**src/rtl/rhythm_pkg.sv**
```systemverilog
// rhythm_pkg: shared types for the rhythm-game lane logic.
// Grade codes, lane FSM states, control keycodes, score helper.
package rhythm_pkg;

  typedef enum logic [1:0] {
    NONE    = 2'd0,
    GOOD    = 2'd1,
    PERFECT = 2'd2
  } grade_t;

  typedef enum logic [1:0] {
    LANE_HALTED = 2'd0,
    LANE_WAIT   = 2'd1,
    LANE_FALL   = 2'd2,
    LANE_DONE   = 2'd3
  } lane_state_t;

  localparam logic [7:0] KEY_SPACE   = 8'h2C;
  localparam logic [7:0] KEY_RESTART = 8'h01;

  function automatic logic [7:0] sat_add8(
    input logic [7:0] a,
    input logic [1:0] b
  );
    logic [8:0] s;
    s = {1'b0, a} + {7'd0, b};
    return s[8] ? 8'hFF : s[7:0];
  endfunction

endpackage

```
**src/rtl/arrow_sprite_rom.sv**
```systemverilog
// arrow_sprite_rom: 40x40 right-pointing arrow mask, bit = row*40+col.
// Ports: note_visible (in) gates the mask; arrow (out, 1600) is zero when hidden.
module arrow_sprite_rom (
  input  logic          note_visible,
  output logic [1599:0] arrow
);

  // Shaft: rows 15..24, cols 0..19. Head: triangle from col 20
  // (full height) narrowing to rows 19..20 at col 39.
  function automatic logic [1599:0] arrow_mask();
    logic [1599:0] m;
    int dr;
    m = '0;
    for (int r = 0; r < 40; r++) begin
      dr = (r < 20) ? 19 - r : r - 20;
      for (int c = 0; c < 40; c++) begin
        m[r*40+c] = (r >= 15 && r <= 24 && c < 20)
                 || (c >= 20 && dr <= 39 - c);
      end
    end
    return m;
  endfunction

  localparam logic [1599:0] MASK = arrow_mask();

  assign arrow = note_visible ? MASK : '0;

endmodule

```
**src/rtl/note_lane_dropper.sv**
```systemverilog
// note_lane_dropper: one rhythm-game lane playing a fixed note schedule.
// Ports: frame_clk, Reset (sync, active-high), keycode, keycode_second;
//   outputs dropX, dropY, note_visible, arrow, hit_pulse, miss_pulse,
//   hit_grade, lane_score, done.
// Build option: DROPPER_GRADE_EN enables PERFECT grading (+2 points).
module note_lane_dropper
  import rhythm_pkg::*;
#(
  parameter int X_POS      = 500,
  parameter int Y_START    = 100,
  parameter int Y_MAX      = 400,
  parameter int NOTE_H     = 40,
  parameter int SPEED      = 1,
  parameter int HIT_LO     = 340,
  parameter int PERFECT_LO = 370,
  parameter logic [7:0] LANE_KEY = 8'h4F,
  parameter int NUM_NOTES  = 4,
  parameter logic [12*NUM_NOTES-1:0] SPAWN_FRAMES =
    {12'd2740, 12'd2800, 12'd2900, 12'd3000}
) (
  input  logic          frame_clk,
  input  logic          Reset,
  input  logic [7:0]    keycode,
  input  logic [7:0]    keycode_second,
  output logic [9:0]    dropX,
  output logic [9:0]    dropY,
  output logic          note_visible,
  output logic [1599:0] arrow,
  output logic          hit_pulse,
  output logic          miss_pulse,
  output grade_t        hit_grade,
  output logic [7:0]    lane_score,
  output logic          done
);

`ifdef DROPPER_GRADE_EN
  localparam bit GRADE_EN = 1'b1;
`else
  localparam bit GRADE_EN = 1'b0;
`endif

  lane_state_t state;
  logic [11:0] frame_cnt;
  logic [4:0]  idx;
  logic        key_prev;

  logic        key_now;
  logic        press;
  logic        restart;
  logic [10:0] bottom;
  logic        in_miss;
  logic        in_hit;
  logic        perfect;
  logic        last_note;
  logic [11:0] spawn_at;
  logic [12*NUM_NOTES-1:0] sched;

  assign key_now = (keycode == LANE_KEY)
                 | (keycode_second == LANE_KEY);
  assign press   = key_now & ~key_prev;
  assign restart = (keycode == KEY_RESTART);

  // 11-bit so the bottom edge never wraps near the screen limit.
  assign bottom  = {1'b0, dropY} + 11'(NOTE_H);
  assign in_miss = bottom >= 11'(Y_MAX);
  assign in_hit  = press && (bottom >= 11'(HIT_LO));
  assign perfect = GRADE_EN && (bottom >= 11'(PERFECT_LO));

  // Note 0 sits in the MSBs; shift the current note to the top.
  assign sched    = SPAWN_FRAMES << (12 * int'(idx));
  assign spawn_at = sched[12*NUM_NOTES-1 -: 12];
  assign last_note = (idx == 5'(NUM_NOTES - 1));

  assign dropX = 10'(X_POS);

  always_ff @(posedge frame_clk) begin
    if (Reset) begin
      state        <= LANE_HALTED;
      frame_cnt    <= '0;
      idx          <= '0;
      key_prev     <= 1'b0;
      dropY        <= 10'(Y_START);
      note_visible <= 1'b0;
      hit_pulse    <= 1'b0;
      miss_pulse   <= 1'b0;
      hit_grade    <= NONE;
      lane_score   <= '0;
      done         <= 1'b0;
    end else begin
      key_prev   <= key_now;
      hit_pulse  <= 1'b0;
      miss_pulse <= 1'b0;

      if ((state == LANE_WAIT || state == LANE_FALL)
          && frame_cnt != 12'hFFF)
        frame_cnt <= frame_cnt + 12'd1;

      // Restart aborts any note silently: no pulse.
      if (state != LANE_HALTED && restart) begin
        state        <= LANE_HALTED;
        frame_cnt    <= '0;
        idx          <= '0;
        dropY        <= 10'(Y_START);
        note_visible <= 1'b0;
        hit_grade    <= NONE;
        lane_score   <= '0;
        done         <= 1'b0;
      end else begin
        unique case (state)
          LANE_HALTED: begin
            if (keycode == KEY_SPACE)
              state <= LANE_WAIT;
          end
          LANE_WAIT: begin
            if (frame_cnt >= spawn_at) begin
              state        <= LANE_FALL;
              dropY        <= 10'(Y_START);
              note_visible <= 1'b1;
            end
          end
          LANE_FALL: begin
            if (in_miss || in_hit) begin
              note_visible <= 1'b0;
              dropY        <= 10'(Y_START);
              idx          <= idx + 5'd1;
              state        <= last_note ? LANE_DONE : LANE_WAIT;
              done         <= last_note;
              if (in_miss) begin
                miss_pulse <= 1'b1;
              end else begin
                hit_pulse  <= 1'b1;
                hit_grade  <= perfect ? PERFECT : GOOD;
                lane_score <= sat_add8(lane_score,
                                       perfect ? 2'd2 : 2'd1);
              end
            end else begin
              dropY <= dropY + 10'(SPEED);
            end
          end
          LANE_DONE: ;
          default: state <= LANE_HALTED;
        endcase
      end
    end
  end

  arrow_sprite_rom u_rom (
    .note_visible(note_visible),
    .arrow       (arrow)
  );

endmodule

```
**config.mk**
```make
export PLATFORM = sky130hd
export DESIGN_NAME = note_lane_dropper
export DESIGN_NICKNAME = d
export VERILOG_FILES = /design/src/rtl/rhythm_pkg.sv /design/src/rtl/arrow_sprite_rom.sv /design/src/rtl/note_lane_dropper.sv
export SDC_FILE = /design/constraint.sdc
export NUM_CORES = 1
export LEC_CHECK = 0
export CAP_MARGIN = 5
export CORE_AREA = 2 2 648 650
export CTS_CLUSTER_DIAMETER = 120
export CTS_CLUSTER_SIZE = 25
export DETAILED_ROUTE_END_ITERATION = 8
export DIE_AREA = 0 0 650 652
export PLACE_DENSITY = 0.3
export SYNTH_ARGS = -nofsm -noshare
export SYNTH_HDL_FRONTEND = slang
export SYNTH_HIERARCHICAL = 1
export SYNTH_SLANG_ARGS = --single-unit
```
**constraint.sdc**
```tcl
create_clock -name frame_clk -period 16.8 [get_ports frame_clk]
set_input_delay 4.2 -clock frame_clk [delete_from_list [all_inputs] [get_ports frame_clk]]
set_output_delay 4.2 -clock frame_clk [all_outputs]
set_load 0.02 [all_outputs]
```
==> impl_metrics.ini, run 1 <==
[critical_path]
path_common_cell = buf_4
cp_slowest_cell = clkdlybuf4s50_1
cp_slowest_stage_delay_ns = 0.76
start_kind = register
crit_fanout = 108
required_ns = 12.60
r2r_cells = 15
cp_num_buf_inv = 4
cp_top_family = buffers and inverters
critPathArrivalTime_ns = 3.43
path_class = register to output port
path_cells = buf_4, buf_4, buf_4, clkdlybuf4s50_1
reg2reg_to = dropY[5]
critPathLaunch = note_visible
regToRegSetupSlack_ns = 11.73
crit_path_end_kind = output port
reg2reg_from = idx[0]

[layout]
drive_above_1_share_pct = 1.667
synthToLayoutAreaGrowth_pct = 34.52
n_antenna_cell = 0
fin_nets = 2087
fill_cells = 49240
final_cell_mix = conb_1 (991), clkdlybuf4s50_1 (660), dfxtp_1 (42), nor2_1 (38), nand2_1 (36)
final_common_cell = conb_1

[hold_path]
min_path_cells = 2
hp-class = register to register
min_to = state[1]
hp-start = state[1]

[synthesis]
synth.area.top_cells = buf_4 (79%), dfxtp_1 (5.6%), ha_1 (2.4%), nor2_1 (0.94%), nand2_1 (0.89%)
synth_edf_count = 0
syn_avg_cell_area_um2 = 7.607
yosysTopAreaCell = buf_4
ys_warn_count = 6
synth-seq-area-share_pct = 5.650
synth_cells = 2003
ys_seq_elements = 43
synthesis.area_mm2 = 0.01524
ys_types = 64
synthFlopType = dfxtp_1
synth_top_area_share_pct = 79.42
async_reset_ff_share_pct = 0

[detailed_routing]
dr.pass1.iters = 4
vias_per_cell = 1.053
drc_errors = 0
vias = 7939
wl_per_cell_um = 3.838
routed_wl_mm = 28.92
drt.antenna.violating_nets = 0
drtIter0Drc = 165

[grt]
grt_max_degree = 179
overflow = 0
gr-usage-all-layers_pct = 1.014
grt_pass1_wl_mm = 35.13
grt_antenna_before_repair = 1
grt_pass1_vias = 5454

[pwr]
p_per_area_mw_per_mm2 = 21.62
power.leakage_nw = 6.758
p_sw_mw = 0.2621
pwr-share-comb_pct = 52.2
clockPowerShare_pct = 24.8
p_int_mw = 0.1810
switching_share_pct = 59.15
vdd_drop_max_uv = 35.64
p_seq_share_pct = 23.0

[sta]
finClkSkew_ns = 0.007804
drv_slew = 0
setup_slack_ns = 9.170
finalHoldViolCount = 0
max_slew_margin_pct = 34.47
min_period_ns = 7.630
period_share_pct = 45.42
tightest_slew_ns = 0.9793
fmax_mhz = 131.1
finalSetupViolCount = 0
rsz0062_at_grt = false
tns_ns = 0

[floorplan]
row_count = 237
initial_core_util_pct = 3.662
die_width_um = 650
core_area_mm2 = 0.4160
die_area_mm2 = 0.4238
io_pins = 1652
die_h_um = 652

[cts]
clock_latency_ns = 0.30
cts_resized = 0
cts_setup_buffers = 0
clockBufferDepth = 2
numCtsBuffers = 5
clkSlewWorstSetupHoldPaths_ns = 0.07
hold_buffers = 0
cts-root-buf = clkbuf_16
cts.sinks = 43
cts_max_level = 2
cts_tree = done

[run]
max-cap-violations = 0

[place]
dp.final_hpwl_mm = 24.44
gp_congestion = 0.6094
dpl_worst_slack_ns = 9.192
port_buffers = 660

[run_status]
outcome = completed
[registers in the layout, summed over array words and instances (netlist names), 2 cells and up]
name and flops:
frame_cnt 12, lane_score 8, state 2, idx 5
dropY 10
[metal layers]
layer	GRT usage, %	wire [µm]	up-vias
li1	-	-	3733
met1	1.091	9504	3500
met2	2.041	16360	696
met3	0.2164	2954	10
met4	0.1206	106	0
met5	0	0	-
[final cells by class]
type / instances / area (µm²) / area share [%]
sequential: 43 / 864.6 / 4.218
timing repair buffer: 670 / 6694 / 32.66
inverter: 21 / 78.83 / 0.3846
clock buffer: 7 / 152.6 / 0.7447
tap: 5497 / 6878 / 33.56
clock inverter: 1 / 6.256 / 0.03052
multi-input combinational: 1298 / 5823 / 28.41
[cell families (layout without fill, tap and decap cells)]
family | after synthesis | count (layout) | synth area share [%]
compound gates | 91 | 91 | 4.262
xor+xnor | 18 | 18 | 1.035
fa+ha+maj | 30 | 30 | 2.513
buf+inv | 1650 | 699 | 80.47
flops | 43 | 43 | 5.650
mux | 5 | 5 | 0.3531
other cells | 3 | 991 | 0.07390
simple gates | 163 | 163 | 5.641
[stage by stage]
stage	cell area, µm²	hold slack (ns)	util (%)	power [mW]	std cells
after global placement	20340	0.4725	4.889	0.3296	7529
after CTS	20500	0.4917	4.927	0.4433	7537
after floorplan	18950	0.4515	-	0.5065	2991
after detailed placement	20340	0.4698	4.889	0.3290	7529
after global routing	20500	0.5262	4.927	0.4654	7537
final	20500	0.4886	4.927	0.4431	7537
[synth_stat cells, types with 10 or more instances]
cell,number
buf_4,1612
dfxtp_1,43
nor2_1,38
nand2_1,36
ha_1,29
nand3_1,22
inv_1,21
a21oi_1,18
o21ai_0,17
clkbuf_1,12
xnor2_1,10
[worst max path at each step]
stage / depth (start not counted) / slack, ns / to
3_3_place_gp: 4 / 9.19 / arrow[847]
4_1_cts: 4 / 8.85 / arrow[803]
3_5_place_dp: 4 / 9.19 / arrow[803]
5_1_grt: 4 / 8.71 / arrow[803]
6_report: 4 / 9.17 / arrow[803]
2_1_floorplan: 1 / 0.90 / arrow[100]
[worst reg2reg max path, cell delays in order, from the launching register on]
cell and delay, ns:
dfxtp_1 0.84, ha_1 0.36, inv_1 0.07, fa_1 0.43, xnor2_1 0.79, nand2_1 0.24
a21boi_0 0.19, o21ai_0 0.23, nand2_1 0.08, ha_1 0.18, a211oi_1 0.20, nand4b_1 0.16
a211o_1 0.37, nand3_1 0.26, nand2_1 0.20, o221a_2 0.36
[power groups by stage]
| stage | Sequential, mW | Combinational, mW | Clock, mW |
|---|---|---|---|
| 2_1_floorplan | 0.106 | 0.401 | 0 |
| 3_3_place_gp | 0.104 | 0.225 | 0 |
| 3_5_place_dp | 0.104 | 0.225 | 0 |
| 4_1_cts | 0.102 | 0.225 | 0.117 |
| 5_1_grt | 0.102 | 0.244 | 0.120 |
| 6_report | 0.102 | 0.231 | 0.110 |
(Power assumes the default switching activity.)
==> inputs of run 2 (changes only) <==
==> constraint.sdc (replaced) <==
create_clock -name frame_clk -period 7.9 [get_ports frame_clk]
set_input_delay 1.975 -clock frame_clk [delete_from_list [all_inputs] [get_ports frame_clk]]
set_output_delay 1.975 -clock frame_clk [all_outputs]
set_load 0.02 [all_outputs]
==> run 2 against run 1 <==
Compared with the run above: via count increased by 0.49%; first-iteration DRC count rose by 14%; worst hold slack lost 0.0016 ns; critical endpoint is now dropY[6]; largest cell class unchanged; largest power group unchanged; highest routed layer unchanged.
==> impl_metrics.ini, run 2 (synthesis results as in run 1) <==
[sta]
fmax_mhz = 204.2
finClkSkew_ns = 0.01460
setup_slack_ns = 3.003
max_slew_margin_pct = 41.52
period_share_pct = 61.98
tns_ns = 0
finalSetupViolCount = 0
rsz0062_at_grt = false
drv_slew = 0
min_period_ns = 4.897
holdWs_ns = 0.4870
tightest_slew_ns = 0.8710
finalHoldViolCount = 0

[pwr]
vdd_drop_max_uv = 58.12
p_per_area_mw_per_mm2 = 45.91
power_mw = 0.9451
power.leakage_nw = 6.801

[cts]
cts_tree = done
cts_max_level = 2
cts_setup_buffers = 0
numCtsBuffers = 5
clockBufferDepth = 2
hold_buffers = 0
clock_latency_ns = 0.31
cts_resized = 0
cts-root-buf = clkbuf_16
clkSlewWorstSetupHoldPaths_ns = 0.07
cts.sinks = 43

[detailed_routing]
wl_per_cell_um = 4.049
drtIter0Drc = 188
vias_per_cell = 1.057
drc_errors = 0
vias = 7978
drt.antenna.violating_nets = 0
routed_wl_mm = 30.56
dr.pass1.iters = 4

[floorplan]
core_area_mm2 = 0.4160
die_width_um = 650
die_h_um = 652
die_area_mm2 = 0.4238
row_count = 237
initial_core_util_pct = 3.662
io_pins = 1652

[place]
dpl_worst_slack_ns = 2.733
place_area_mm2 = 0.02043
gp_congestion = 0.6088
port_buffers = 660
dp.final_hpwl_mm = 26.17

[grt]
gr-usage-all-layers_pct = 1.118
grt_pass1_wl_mm = 37.67
grt_max_degree = 178
grt_antenna_before_repair = 2
overflow = 0
grt_pass1_vias = 5593

[run]
max-cap-violations = 0

[critical_path]
critPathArrivalTime_ns = 5.09
start_kind = register
r2r_cells = 14
required_ns = 8.09
path_class = register to register
crit_path_end_kind = register
crit_fanout = 24

[layout]
regArea_um2 = 864.6
fin_nets = 2095
top_regs = frame_cnt x12, dropY x10, lane_score x8
final_cell_mix = conb_1 (991), clkdlybuf4s50_1 (660), dfxtp_1 (42), nor2_1 (37), nand2_1 (36)
largest_reg_flops = 12
drive_above_1_share_pct = 2.148
final_common_cell = conb_1
postLayoutCellArea_mm2 = 0.02059
largest_register = frame_cnt
fill_cells = 49219
synthToLayoutAreaGrowth_pct = 35.12
multi_input_area_mm2 = 0.005832

[run_status]
outcome = completed

[hold_path]
min_path_cells = 2
hp-class = register to register
run 2: through the flow:
step | utilization [%] | instances
6_report | 4.949 | 7547
3_3_place_gp | 4.911 | 7537
3_5_place_dp | 4.911 | 7537
4_1_cts | 4.948 | 7545
2_1_floorplan | - | 2991
5_1_grt | 4.948 | 7545
run 2: path summary, 6_finish.rpt:
| kind | from | endpoint | slack, ns |
|---|---|---|---|
| max | idx[0] | dropY[6] | 3.00 |
| min | state[1] | state[1] | 0.49 |
| max reg2reg | idx[0] | dropY[6] | 3.00 |
| min reg2reg | state[1] | state[1] | 0.49 |
run 2: routing by layer:
metal | global-route usage [%] | part of all wire [%] | up-vias
met5 | 0 | 0 | -
met4 | 0.1884 | 0.54 | 0
met3 | 0.2089 | 9.6 | 7
met2 | 2.263 | 58 | 685
met1 | 1.190 | 32 | 3536
li1 | - | - | 3750
run 2: critical path, stage by stage, from the launching register on:
cell     delay [ns]
dfxtp_1        0.84
ha_1           0.36
inv_1          0.07
fa_1           0.43
xnor2_1        0.73
nand2_1        0.23
nor3_1         0.24
o21ai_0        0.20
ha_1           0.31
nand2_1        0.05
o21ai_0        0.16
a211o_1        0.20
and3_1         0.35
nand3_1        0.29
o221a_2        0.31
run 2: where the power goes:
group	internal [mW]	leakage (nW)	switching, mW
Clock	0.121	0.0748	0.113
Combinational	0.0345	6.38	0.460
Sequential	0.216	0.347	0.000500
Total	0.372	6.80	0.574
run 2: final cells by class:
cell class	instances	share of cell area, %
antenna	2	0.02431
sequential	43	4.199
multi-input combinational	1298	28.33
timing repair buffer	678	32.93
clock buffer	5	0.6077
clock inverter	3	0.1276
inverter	21	0.3829
tap	5497	33.41
